--- src/rtl/bcd_pkg.sv ---
// Shared types and helpers for the sequential binary-to-BCD converter.
// Holds the FSM state encoding and the per-digit add-3 / blank-scan rules.
package bcd_pkg;

    localparam int BCD_DIGIT_W = 4;

    typedef enum logic [1:0] {
        IDLE  = 2'd0,
        SHIFT = 2'd1,
        DONE  = 2'd2
    } state_t;

    function automatic logic [BCD_DIGIT_W-1:0] digit_adj(
        input logic [BCD_DIGIT_W-1:0] d
    );
        return (d >= 4'd5) ? d + 4'd3 : d;
    endfunction

    // One step of the top-down leading-zero scan.
    function automatic logic blank_next(
        input logic                   above_blank,
        input logic [BCD_DIGIT_W-1:0] d
    );
        return above_blank && (d == 4'd0);
    endfunction

endpackage

--- src/rtl/bin_to_bcd_seq_if.sv ---
// Request/result bundle between the converter and its user.
// master drives the request, slave is the converter.
interface bin_to_bcd_seq_if #(
    parameter int BIN_W  = 32,
    parameter int DIGITS = 8
);
    logic                  iStart;
    logic [BIN_W-1:0]      iNum;
    logic                  oBusy;
    logic                  oValid;
    logic [4*DIGITS-1:0]   oBcd;
    logic [DIGITS-1:0]     oBlank;
    logic                  oOvf;

    modport master (
        output iStart, iNum,
        input  oBusy, oValid, oBcd, oBlank, oOvf
    );

    modport slave (
        input  iStart, iNum,
        output oBusy, oValid, oBcd, oBlank, oOvf
    );
endinterface

--- src/rtl/bcd_digit_adj.sv ---
// Combinational add-3 cell for one BCD digit of the double-dabble shifter.
module bcd_digit_adj
    import bcd_pkg::*;
(
    input  logic [BCD_DIGIT_W-1:0] d,
    output logic [BCD_DIGIT_W-1:0] q
);
    assign q = digit_adj(d);
endmodule

--- src/rtl/bin_to_bcd_seq.sv ---
// Sequential double-dabble converter, one shift per clock, with
// leading-zero blank mask and overflow flag for the digit displays.
module bin_to_bcd_seq
    import bcd_pkg::*;
#(
    parameter int BIN_W  = 32,
    parameter int DIGITS = 8
) (
    input  logic iClk,
    input  logic iRst,
    bin_to_bcd_seq_if.slave bus
);
    localparam int CNT_W = $clog2(BIN_W + 1);
    localparam int BCD_W = BCD_DIGIT_W * DIGITS;
    localparam logic [DIGITS-1:0] BLANK_RST = {{(DIGITS-1){1'b1}}, 1'b0};

    state_t            state_q, state_d;
    logic [BIN_W-1:0]  bin_q, bin_d;
    logic [BCD_W-1:0]  acc_q, acc_d;
    logic [BCD_W-1:0]  acc_adj;
    logic              ovf_q, ovf_d;
    logic [CNT_W-1:0]  cnt_q, cnt_d;
    logic              load_out;

    logic [BCD_W-1:0]  bcd_q;
    logic [DIGITS-1:0] blank_q, blank_c;
    logic              ovf_out_q;
    logic              valid_q;
    logic              z;

    for (genvar g = 0; g < DIGITS; g++) begin : g_adj
        bcd_digit_adj u_adj (
            .d (acc_q[g*BCD_DIGIT_W +: BCD_DIGIT_W]),
            .q (acc_adj[g*BCD_DIGIT_W +: BCD_DIGIT_W])
        );
    end

    always_comb begin
        state_d  = state_q;
        bin_d    = bin_q;
        acc_d    = acc_q;
        ovf_d    = ovf_q;
        cnt_d    = cnt_q;
        load_out = 1'b0;
        unique case (state_q)
            IDLE: begin
                if (bus.iStart) begin
                    bin_d   = bus.iNum;
                    acc_d   = '0;
                    ovf_d   = 1'b0;
                    cnt_d   = CNT_W'(BIN_W);
                    state_d = SHIFT;
                end
            end
            SHIFT: begin
                {acc_d, bin_d} = {acc_adj, bin_q} << 1;
                ovf_d = ovf_q | acc_adj[BCD_W-1];
                cnt_d = cnt_q - CNT_W'(1);
                if (cnt_q == CNT_W'(1))
                    state_d = DONE;
            end
            DONE: begin
                load_out = 1'b1;
                state_d  = IDLE;
            end
            default: state_d = IDLE;
        endcase
    end

    // Overflow shows every digit, so the mask is cleared entirely.
    always_comb begin
        blank_c = '0;
        z       = 1'b1;
        for (int i = DIGITS - 1; i >= 0; i--) begin
            z = blank_next(z, acc_q[i*BCD_DIGIT_W +: BCD_DIGIT_W]);
            if (i > 0)
                blank_c[i] = z & ~ovf_q;
        end
    end

    always_ff @(posedge iClk) begin
        if (iRst) begin
            state_q   <= IDLE;
            bin_q     <= '0;
            acc_q     <= '0;
            ovf_q     <= 1'b0;
            cnt_q     <= '0;
            bcd_q     <= '0;
            blank_q   <= BLANK_RST;
            ovf_out_q <= 1'b0;
            valid_q   <= 1'b0;
        end else begin
            state_q <= state_d;
            bin_q   <= bin_d;
            acc_q   <= acc_d;
            ovf_q   <= ovf_d;
            cnt_q   <= cnt_d;
            valid_q <= load_out;
            if (load_out) begin
                bcd_q     <= acc_q;
                blank_q   <= blank_c;
                ovf_out_q <= ovf_q;
            end
        end
    end

    assign bus.oBusy  = (state_q != IDLE) || valid_q;
    assign bus.oValid = valid_q;
    assign bus.oBcd   = bcd_q;
    assign bus.oBlank = blank_q;
    assign bus.oOvf   = ovf_out_q;
endmodule

--- src/flat_wrapper.sv ---
// flat-port wrapper written by rule: the top's interface ports become plain ports
module bin_to_bcd_seq_flat import bcd_pkg::*;
#(
    parameter int BIN_W  = 32,
    parameter int DIGITS = 8
)
  (iClk, iRst, bus_iStart, bus_iNum, bus_oBusy, bus_oValid, bus_oBcd, bus_oBlank, bus_oOvf);
  bin_to_bcd_seq_if #(.BIN_W(BIN_W), .DIGITS(DIGITS)) bus_i ();
  input  logic iClk;
  input  logic iRst;
  input wire logic [$bits(bus_i.iStart)-1:0] bus_iStart;
  input wire logic [$bits(bus_i.iNum)-1:0] bus_iNum;
  output wire logic [$bits(bus_i.oBusy)-1:0] bus_oBusy;
  output wire logic [$bits(bus_i.oValid)-1:0] bus_oValid;
  output wire logic [$bits(bus_i.oBcd)-1:0] bus_oBcd;
  output wire logic [$bits(bus_i.oBlank)-1:0] bus_oBlank;
  output wire logic [$bits(bus_i.oOvf)-1:0] bus_oOvf;
  assign bus_i.iStart = bus_iStart;
  assign bus_i.iNum = bus_iNum;
  assign bus_oBusy = bus_i.oBusy;
  assign bus_oValid = bus_i.oValid;
  assign bus_oBcd = bus_i.oBcd;
  assign bus_oBlank = bus_i.oBlank;
  assign bus_oOvf = bus_i.oOvf;
  bin_to_bcd_seq #(.BIN_W(BIN_W), .DIGITS(DIGITS)) u_core (.iClk(iClk), .iRst(iRst), .bus(bus_i));
endmodule
--- config.mk ---
export PLATFORM = sky130hd
export DESIGN_NAME = bin_to_bcd_seq_flat
export DESIGN_NICKNAME = d
export VERILOG_FILES = /design/src/rtl/bcd_pkg.sv /design/src/rtl/bin_to_bcd_seq_if.sv /design/src/rtl/bcd_digit_adj.sv /design/src/rtl/bin_to_bcd_seq.sv /design/src/flat_wrapper.sv
export SDC_FILE = /design/constraint.sdc
export NUM_CORES = 1
export LEC_CHECK = 0
export CAP_MARGIN = 5
export CELL_PAD_IN_SITES_DETAIL_PLACEMENT = 1
export CELL_PAD_IN_SITES_GLOBAL_PLACEMENT = 2
export CORE_AREA = 2 2 142 144
export DETAILED_ROUTE_END_ITERATION = 8
export DIE_AREA = 0 0 144 146
export GPL_TIMING_DRIVEN = 0
export PLACE_DENSITY = 0.85
export SYNTH_ARGS = -nofsm -noshare
export SYNTH_HDL_FRONTEND = slang
export SYNTH_SLANG_ARGS = --single-unit
--- constraint.sdc ---
create_clock -name iClk -period 1.45 [get_ports iClk]
set_input_delay 0.29 -clock iClk [delete_from_list [all_inputs] [get_ports iClk]]
set_output_delay 0.29 -clock iClk [all_outputs]
set_load 0.01 [all_outputs]
==> summary.txt <==
Logic synthesis
  – Syn avg cell area: 8.24 sq um
  – Post-Synth Simple-Gate Area: 18.8%
  – Post-synthesis compound-gate area fraction: 25.8%
  – Post-synth ARST share: 0%
  – Synthesized instance count: 670
  – EDFF count, synth: 0
  – Top_reg_cell synth: dfxtp_1
  – Syn_nets: 730
  – Netlist cell types: 45
  – Combinational family with the most area after synthesis: compound AO/OA/AOI/OAI gates
  – Yosys reg bits: 114
  – Synth Warn #: 0
  – Mux share of post-synthesis cell area: 0%
  – Xor/xnor share of the synthesized area: 0.317%
  – Adder-cell area share of the yosys netlist: 5.66%
  – Mapped Area: 5520 sq um
  – Register area share after synthesis: 41.3%

Outcome
  – Failing checks: negative setup slack
  – Status: finished, violations left

Flow run
  – Max-cap violations: 0

Clocking
  – Clk buf depth: 2
  – Cell at the root of the clock tree: clkbuf_16
  – H-tree levels: 4
  – CTS tree: built
  – Clk pin slew, worst setup/hold paths: 0.06 ns
  – # hold bufs at CTS: 0
  – Cts bufs inserted: 17
  – Clk sinks: 114
  – Clock latency on the worst-skew pair: 0.42 ns

Global route
  – Grt ovf: 0
  – Total GRT Usage: 18.5%
  – Largest net degree at the start of global routing: 17
  – First-pass GRT wire length: 30000 um
  – Initial antenna violation count: 0
  – Vias in the first global route: 5618

Timing
  – RSZ-0062 raised after global routing: yes
  – Final hold vios: 0
  – Clock Skew: 0.0104 ns
  – Fmax: 554 MHz
  – Post-route setup TNS: -6.29 ns
  – Final Critical Period: 1.80 ns
  – Max-slew violations: 0
  – Setup slack after layout: -0.354 ns
  – Final Setup Violations: 77
  – Final worst path period share: 124%
  – Hold_ws: 0.449 ns
  – Max-slew headroom: 63.6%
  – Least-Margin Pin Slew: 0.546 ns

Routing
  – Metal-1 WL: 9800 um
  – WL met3: 1150 um
  – Post-Route WL: 23000 um
  – DR vias: 5832
  – Uppermost routed layer: met4
  – DRC: 0
  – Wirelength per Cell: 21.0 um
  – Final ANT Viol Nets: 0
  – Routed length on met2: 11100 um
  – Via density: 5.33
  – Initial DRC Count: 320
  – TritonRoute pass-1 iters: 4

Worst setup path
  – CP Max Fanout: 2
  – Max incr delay on CP: 0.37 ns
  – Delay-heaviest family, CP: buffers and inverters
  – Crit path max-delay cell type: or3_4
  – Critical-path cell list: buf_8, buf_12, or3_4, buf_6
  – Crit Path Category: flip-flop to primary output
  – CP required: 1.16 ns
  – Arrival time worst endpoint: 1.51 ns
  – Buf/Inv on CP: 3
  – CP endpoint kind: primary output
  – Worst setup SP type: flip-flop

Die
  – Core area: 19300 sq um
  – # IOs: 78
  – DIE WIDTH: 144 um
  – Die Ht: 146 um
  – Die area: 21000 sq um
  – Site Rows: 51
  – Starting Density: 28.6%

Power and ir drop
  – Pwr Density: 1100 nW/um^2
  – Final Power: 9.79 mW
  – Worst VDD drop: 0.792 mV
  – Leakage: 3.26 nW

Place
  – Dpl hpwl: 12600 um
  – Placer Congestion: 0.846
  – Port bufs: 76

Finish
  – Commonest non-fill, non-tap cell in the layout: dfxtp_1
  – Most frequent cells in the layout: dfxtp_1 (94), nand2_1 (73), a21oi_1 (56), inv_1 (51), buf_4 (44)
  – Nets@finish: 876
  – Multi-input gate area in the final layout: 3600 sq um
  – # fillers: 2160
  – Register area: 2340 sq um
  – # diodes: 0
  – Layout cell share with drive strength beyond 1: 36.3%
  – Area delta synth->final: 61.2%

Hold path
  – Hold WC Path Type: flip-flop to flip-flop
==> metal layers <==
layer | global-route usage (%) | vias up
li1 | - | 2694
met1 | 23.4 | 2877
met2 | 31.0 | 183
met3 | 3.85 | 78
met4 | 6.23 | 0
met5 | 0 | -
==> cells in the mapped netlist (3+ instances only) <==
cell type / number / area [sq um]
o21ai_0: 8 / 40.0
nor2_1: 32 / 120
nand4_1: 5 / 31.3
o22a_1: 6 / 52.6
nor3b_1: 6 / 45.0
buf_2: 17 / 85.1
clkbuf_1: 19 / 71.3
o221a_2: 9 / 101
nand2_1: 85 / 319
buf_4: 4 / 30.0
o21a_1: 8 / 60.1
o21ai_1: 10 / 50.1
nand2b_1: 11 / 68.8
o221ai_1: 4 / 35.0
buf_1: 9 / 33.8
nor4b_1: 9 / 78.8
a32oi_1: 3 / 26.3
dfxtp_1: 114 / 2280
nor2b_1: 13 / 81.3
inv_1: 59 / 221
o2111ai_1: 16 / 140
o211ai_1: 25 / 188
and2_1: 3 / 18.8
o221a_1: 11 / 124
o32ai_1: 4 / 35.0
nand3_1: 34 / 170
a21oi_1: 87 / 435
ha_1: 25 / 313
o31ai_1: 7 / 52.6
or4_1: 6 / 45.0
==> cell families after synthesis <==
logic type,count (synthesis)
XOR/XNOR,2
AO/OA/AOI/OAI,208
adder cells (fa/ha/maj),25
buffers and inverters,108
flip-flops,114
AND/OR/NAND/NOR,212
other,1
==> worst reg2reg max path: stages (launching register included) <==
cell and delay [ns]:
dfxtp_4 0.36, buf_8 0.12, buf_4 0.13, buf_8 0.12
nand3b_1 0.22, or4_1 0.51, a21oi_2 0.15
==> sequential cells by signal (all words and copies together), names as in the netlist <==
register,flops
u_core.state_q,2
u_core.acc_q,32
u_core.cnt_q,6
u_core.ovf_q,1
u_core.bus.oBcd,32
u_core.bin_q,32
u_core.bus.oOvf,1
u_core.bus.oBlank,7
u_core.bus.oValid,1
==> cell type report <==
class	count	area share, %
multi-input combinational	450	40.5
sequential	114	26.3
timing repair buffer	128	14.4
clock buffer	23	5.37
buffer	46	5.34
tap	265	3.72
inverter	59	2.63
clock inverter	9	1.71
==> report_power, final <==
group | switching [mW] | leakage (nW) | internal, mW
registers | 0.137 | 0.941 | 3.27
logic | 0.949 | 2.02 | 0.858
clock network | 1.56 | 0.299 | 3.01
==> metrics by stage <==
stage	instance area, sq um	utilization (%)	worst slack [ns]	cells
5_1_grt	8900	46.0	-0.378	1094
3_3_place_gp	6620	34.2	-1.02	1011
6_report	8900	46.0	-0.354	1094
2_1_floorplan	5520	-	0.0730	670
4_1_cts	7590	39.2	-0.372	1055
3_5_place_dp	6620	34.2	-1.04	1011
==> final timing paths <==
path,startpoint,end,slack (ns),cells after the start
setup / recovery,u_core.state_q[1],bus_oBusy,-0.35,4
setup reg to reg,u_core.state_q[1],u_core.cnt_q[4],-0.24,6
hold reg to reg,u_core.bus.oBcd[24],u_core.bus.oBcd[24],0.45,2
hold / removal,u_core.bus.oBcd[24],u_core.bus.oBcd[24],0.45,2
==> what timing repair did <==
| item | CTS | global route |
|---|---|---|
| cloned | 0 | 9 |
| setup buffers | 14 | 31 |
| pin swaps | 4 | 78 |
| endpoints found under the setup margin | 154 | 95 |
| resized for setup | 147 | 238 |
Power figures use the tool's default switching activity.
==> edit 1 (same flow settings) <==
Encoding of `state_t`: now one-hot (3 bits for 3 states).
--- a/src/rtl/bcd_pkg.sv
+++ b/src/rtl/bcd_pkg.sv
@@ -4,10 +4,10 @@
 
     localparam int BCD_DIGIT_W = 4;
 
-    typedef enum logic [1:0] {
-        IDLE  = 2'd0,
-        SHIFT = 2'd1,
-        DONE  = 2'd2
+    typedef enum logic [2:0] {
+        IDLE  = 3'b001,
+        SHIFT = 3'b010,
+        DONE  = 3'b100
     } state_t;
 
     function automatic logic [BCD_DIGIT_W-1:0] digit_adj(
Check against the original RTL: same outputs for any inputs over 10 cycles, from zero or initial values and one cycle with iRst high; not proved beyond that.
==> edit 1 against the original RTL <==
The flow still finishes with violations (setup timing). Cell area is 21% lower. Via count is 23% lower. Sequential cell count increased by 1. Critical path depth is 2 lower. Worst setup slack improved by 0.046 ns. Routed wire length is 35% lower. Area after synthesis fell by 11%. Critical endpoint unchanged. Largest cell class unchanged.
Power is not compared: it rests on default switching activity, and its combinational part moved more than twofold at a synthesized area within 25%.
==> edit 1: results (changes against the original RTL) <==
vias in the first global route=4591 (-18%); Unique masters post-synth=42 (-6.7%); outcome=finished, violations left; GRT met2 Usage=22.86% (-8.1 points); Arr. time, crit path=1.47 ns (-0.04 ns); Pre-Repair DR Iteration Count=5 (+1); worst r2r src=u_core.state_q[0]; Port-buffer cells=75 (-1.3%); final worst setup slack=-0.3083 ns (+0.04562 ns); Worst R2R End=u_core.bus.oBlank[2]; GRT Total Usage=14.66% (-3.8 points); metal2 WL=7.050 mm (-36%); Commonest cells post-synth=119 x nand2_1, 115 x dfxtp_1, 92 x a21oi_1, 33 x a22oi_1, 25 x ha_1; M3 GR Usage=4.376% (+0.53 points); Max stage delay cell, worst path=or4b_4; Synth area leaders=dfxtp_1 47%, a21oi_1 9.3%, nand2_1 9.0%; post-synthesis net count=643 (-12%); DRT iter0 DRCs=161 (-50%); DP Area=6036 um^2 (-8.8%); dpl hpwl=9.847 mm (-22%); # fillers=2263 (+4.8%); Layout Cells excl Fill=973 (-11%); clk_skew=0.004192 ns (-0.006189 ns); Post-Place Cells=923 (-8.7%); Final Setup Violations=67 (-13%); reg2reg path depth=5 (-1); failing checks=setup timing
-- edit 1: changes by cell type in the layout (fill, tap and decap cells not counted), moves of 11 or more --
cell / change
a21oi_1: +28
a21oi_2: -27
a22oi_1: +33
buf_4: -23
inv_1: -43
nand2_1: +45
nand3_1: -15
o2111ai_2: -11
o211ai_1: -20
o221a_1: -11
-- edit 1: worst min-delay path by stage --
stage | from | endpoint | slack [ns]
final | u_core.bus.oBcd[18] | u_core.bus.oBcd[18] | 0.45
after global routing | u_core.bus.oBcd[17] | u_core.bus.oBcd[17] | 0.47
after CTS | u_core.bus.oBcd[22] | u_core.bus.oBcd[22] | 0.45
after detailed placement | u_core.bus.oBcd[22] | u_core.bus.oBcd[22] | 0.45
after global placement | u_core.bus.oBcd[6] | u_core.bus.oBcd[6] | 0.44
after floorplan | u_core.bin_q[10] | u_core.bin_q[10] | 0.44
-- edit 1: cell type report --
type | instances | area (um^2) | share of cell area, %
clock inverters | 5 | 50.05 | 0.7077
clock buffers | 25 | 505.5 | 7.148
inverters | 20 | 80.08 | 1.132
repair buffers | 95 | 874.6 | 12.37
well taps | 265 | 331.6 | 4.689
flip-flops and latches | 115 | 2341 | 33.10
multi-input cells | 411 | 2621 | 37.07
plain buffers | 37 | 267.8 | 3.786
-- edit 1: worst min-delay path, stage by stage (launching register included) --
cell and delay [ns]:
dfxtp_1 0.30, nand2_1 0.05, a21oi_1 0.05
-- edit 1: cells by family after synthesis --
logic type / synth area share [%]
AND/OR/NAND/NOR: 17.19
AO/OA/AOI/OAI: 21.39
flip-flops: 46.64
buffers and inverters: 4.588
adder cells (fa/ha/maj): 6.337
XOR/XNOR: 2.129
multiplexers: 1.648
other: 0.07597
==> edit 2 (config.mk and constraints unchanged) <==
Without the edit above. `BIN_W` is set to 32 in 3 places; all go to 64.
--- a/src/rtl/bin_to_bcd_seq_if.sv
+++ b/src/rtl/bin_to_bcd_seq_if.sv
@@ -1,7 +1,7 @@
 // Request/result bundle between the converter and its user.
 // master drives the request, slave is the converter.
 interface bin_to_bcd_seq_if #(
-    parameter int BIN_W  = 32,
+    parameter int BIN_W  = 64,
     parameter int DIGITS = 8
 );
     logic                  iStart;
--- a/src/rtl/bin_to_bcd_seq.sv
+++ b/src/rtl/bin_to_bcd_seq.sv
@@ -3,7 +3,7 @@
 module bin_to_bcd_seq
     import bcd_pkg::*;
 #(
-    parameter int BIN_W  = 32,
+    parameter int BIN_W  = 64,
     parameter int DIGITS = 8
 ) (
     input  logic iClk,
--- a/src/flat_wrapper.sv
+++ b/src/flat_wrapper.sv
@@ -1,7 +1,7 @@
 // flat-port wrapper written by rule: the top's interface ports become plain ports
 module bin_to_bcd_seq_flat import bcd_pkg::*;
 #(
-    parameter int BIN_W  = 32,
+    parameter int BIN_W  = 64,
     parameter int DIGITS = 8
 )
   (iClk, iRst, bus_iStart, bus_iNum, bus_oBusy, bus_oValid, bus_oBcd, bus_oBlank, bus_oOvf);
Ports: changed (resized bus_iNum); port bits go from 78 to 110. The function was not compared with the original's and may differ.
==> edit 2 against the original RTL <==
The run still ends with setup timing left. Combinational power increased by 14%. Sequential cell count increased by 33. Worst setup slack improved by 0.038 ns. Worst hold slack got worse by 0.0028 ns. Area after synthesis increased by 21%. Routed wire length decreased by 8.8%. Final cell count increased by 15%. Cell area increased by 7.7%. Global-route usage increased by 1.7 points. Critical path depth unchanged. First-iteration DRC count decreased by 28%. Total power increased by 14%. Largest power group unchanged.
==> edit 2: results (changes against the original RTL) <==
Nets=1073 (+22%); initial antenna violation count=1 (+1); first-pass GRT wire length=33.87 mm (+13%); failing checks=setup timing; GRT Total Usage=20.19% (+1.7 points); mux contribution to synthesized area=1.364% (+1.4 points); metal2 WL=9.952 mm (-10%); LEAKAGE=3.866 nW (+19%); Gate Count Post-Synth=834 (+24%); CTS resizes=164 (+12%); post-synthesis net count=926 (+27%); outcome=finished, violations left; Clk pwr share=41.0% (-5.7 points); Port-buffer cells=107 (+41%); Pwr Density=1164 nW/um^2 (+5.9%); Final Setup Violations=38 (-51%); GRT met2 Usage=34.10% (+3.1 points); wl on met1=9.671 mm (-1.3%); vias in the first global route=6530 (+16%); Max VDD drop=804.6 uV (+1.6%); Compound-Gate Fraction of Synth Area=19.27% (-6.5 points); GP Congestion=0.8081 (-4.5%); clk_skew=0.008040 ns (-0.002341 ns); final worst setup slack=-0.3156 ns (+0.03835 ns); post-synthesis sequential area ratio=43.95% (+2.6 points); vias per cell=5.085 (-4.6%); WL/cell=16.65 um (-21%); # fillers=2287 (+5.9%); comb pwr=0.00206 W (+14%); Layout Cells excl Fill=1259 (+15%); DRT iter0 DRCs=232 (-28%); Fin Setup TNS=-2.817 ns (+3.477 ns); XOR/XNOR Fraction of Synth Area=1.308% (+0.99 points); Unique masters post-synth=50 (+11%); Post-Place Cells=1206 (+19%); Max stage delay cell, worst path=dfxtp_4; DP Area=8109 um^2 (+23%); Worst Tran Pin Value=0.6635 ns (+0.1174 ns); switching power=0.003000 W (+13%); Met3 Wirelength=1.081 mm (-6.2%)
[edit 2: cell types whose count changed after synthesis, sizes merged, moves of 28 or more]
cell	change
inv	-39
nor3	+56
dfxtp	+33
a21oi	-28
a2bb2oi	+50
nor2	+142
nand3	-29
[edit 2: worst paths after layout]
check	start	to	slack, ns	cells past startpoint
max reg2reg	u_core.acc_q[21]	u_core.bus.oBlank[1]	-0.25	6
min reg2reg	u_core.bin_q[56]	u_core.bin_q[57]	0.45	2
max	u_core.state_q[0]	bus_oBusy	-0.32	4
min	u_core.bin_q[56]	u_core.bin_q[57]	0.45	2
[edit 2: final cells by class]
class	count	area share, %
plain buffers	60	4.948
clock buffers	20	4.765
clock inverters	12	1.619
inverters	20	0.9922
multi-input cells	604	40.50
flip-flops and latches	147	31.14
well taps	265	3.460
repair buffers	131	12.58
[edit 2: worst register-to-register path, stage by stage, from the launching register on]
cell and delay, ns:
dfxtp_4 0.35, inv_4 0.06, ha_4 0.13, or4b_4 0.51, nor4b_4 0.26, nand4_1 0.17, o21ai_1 0.15
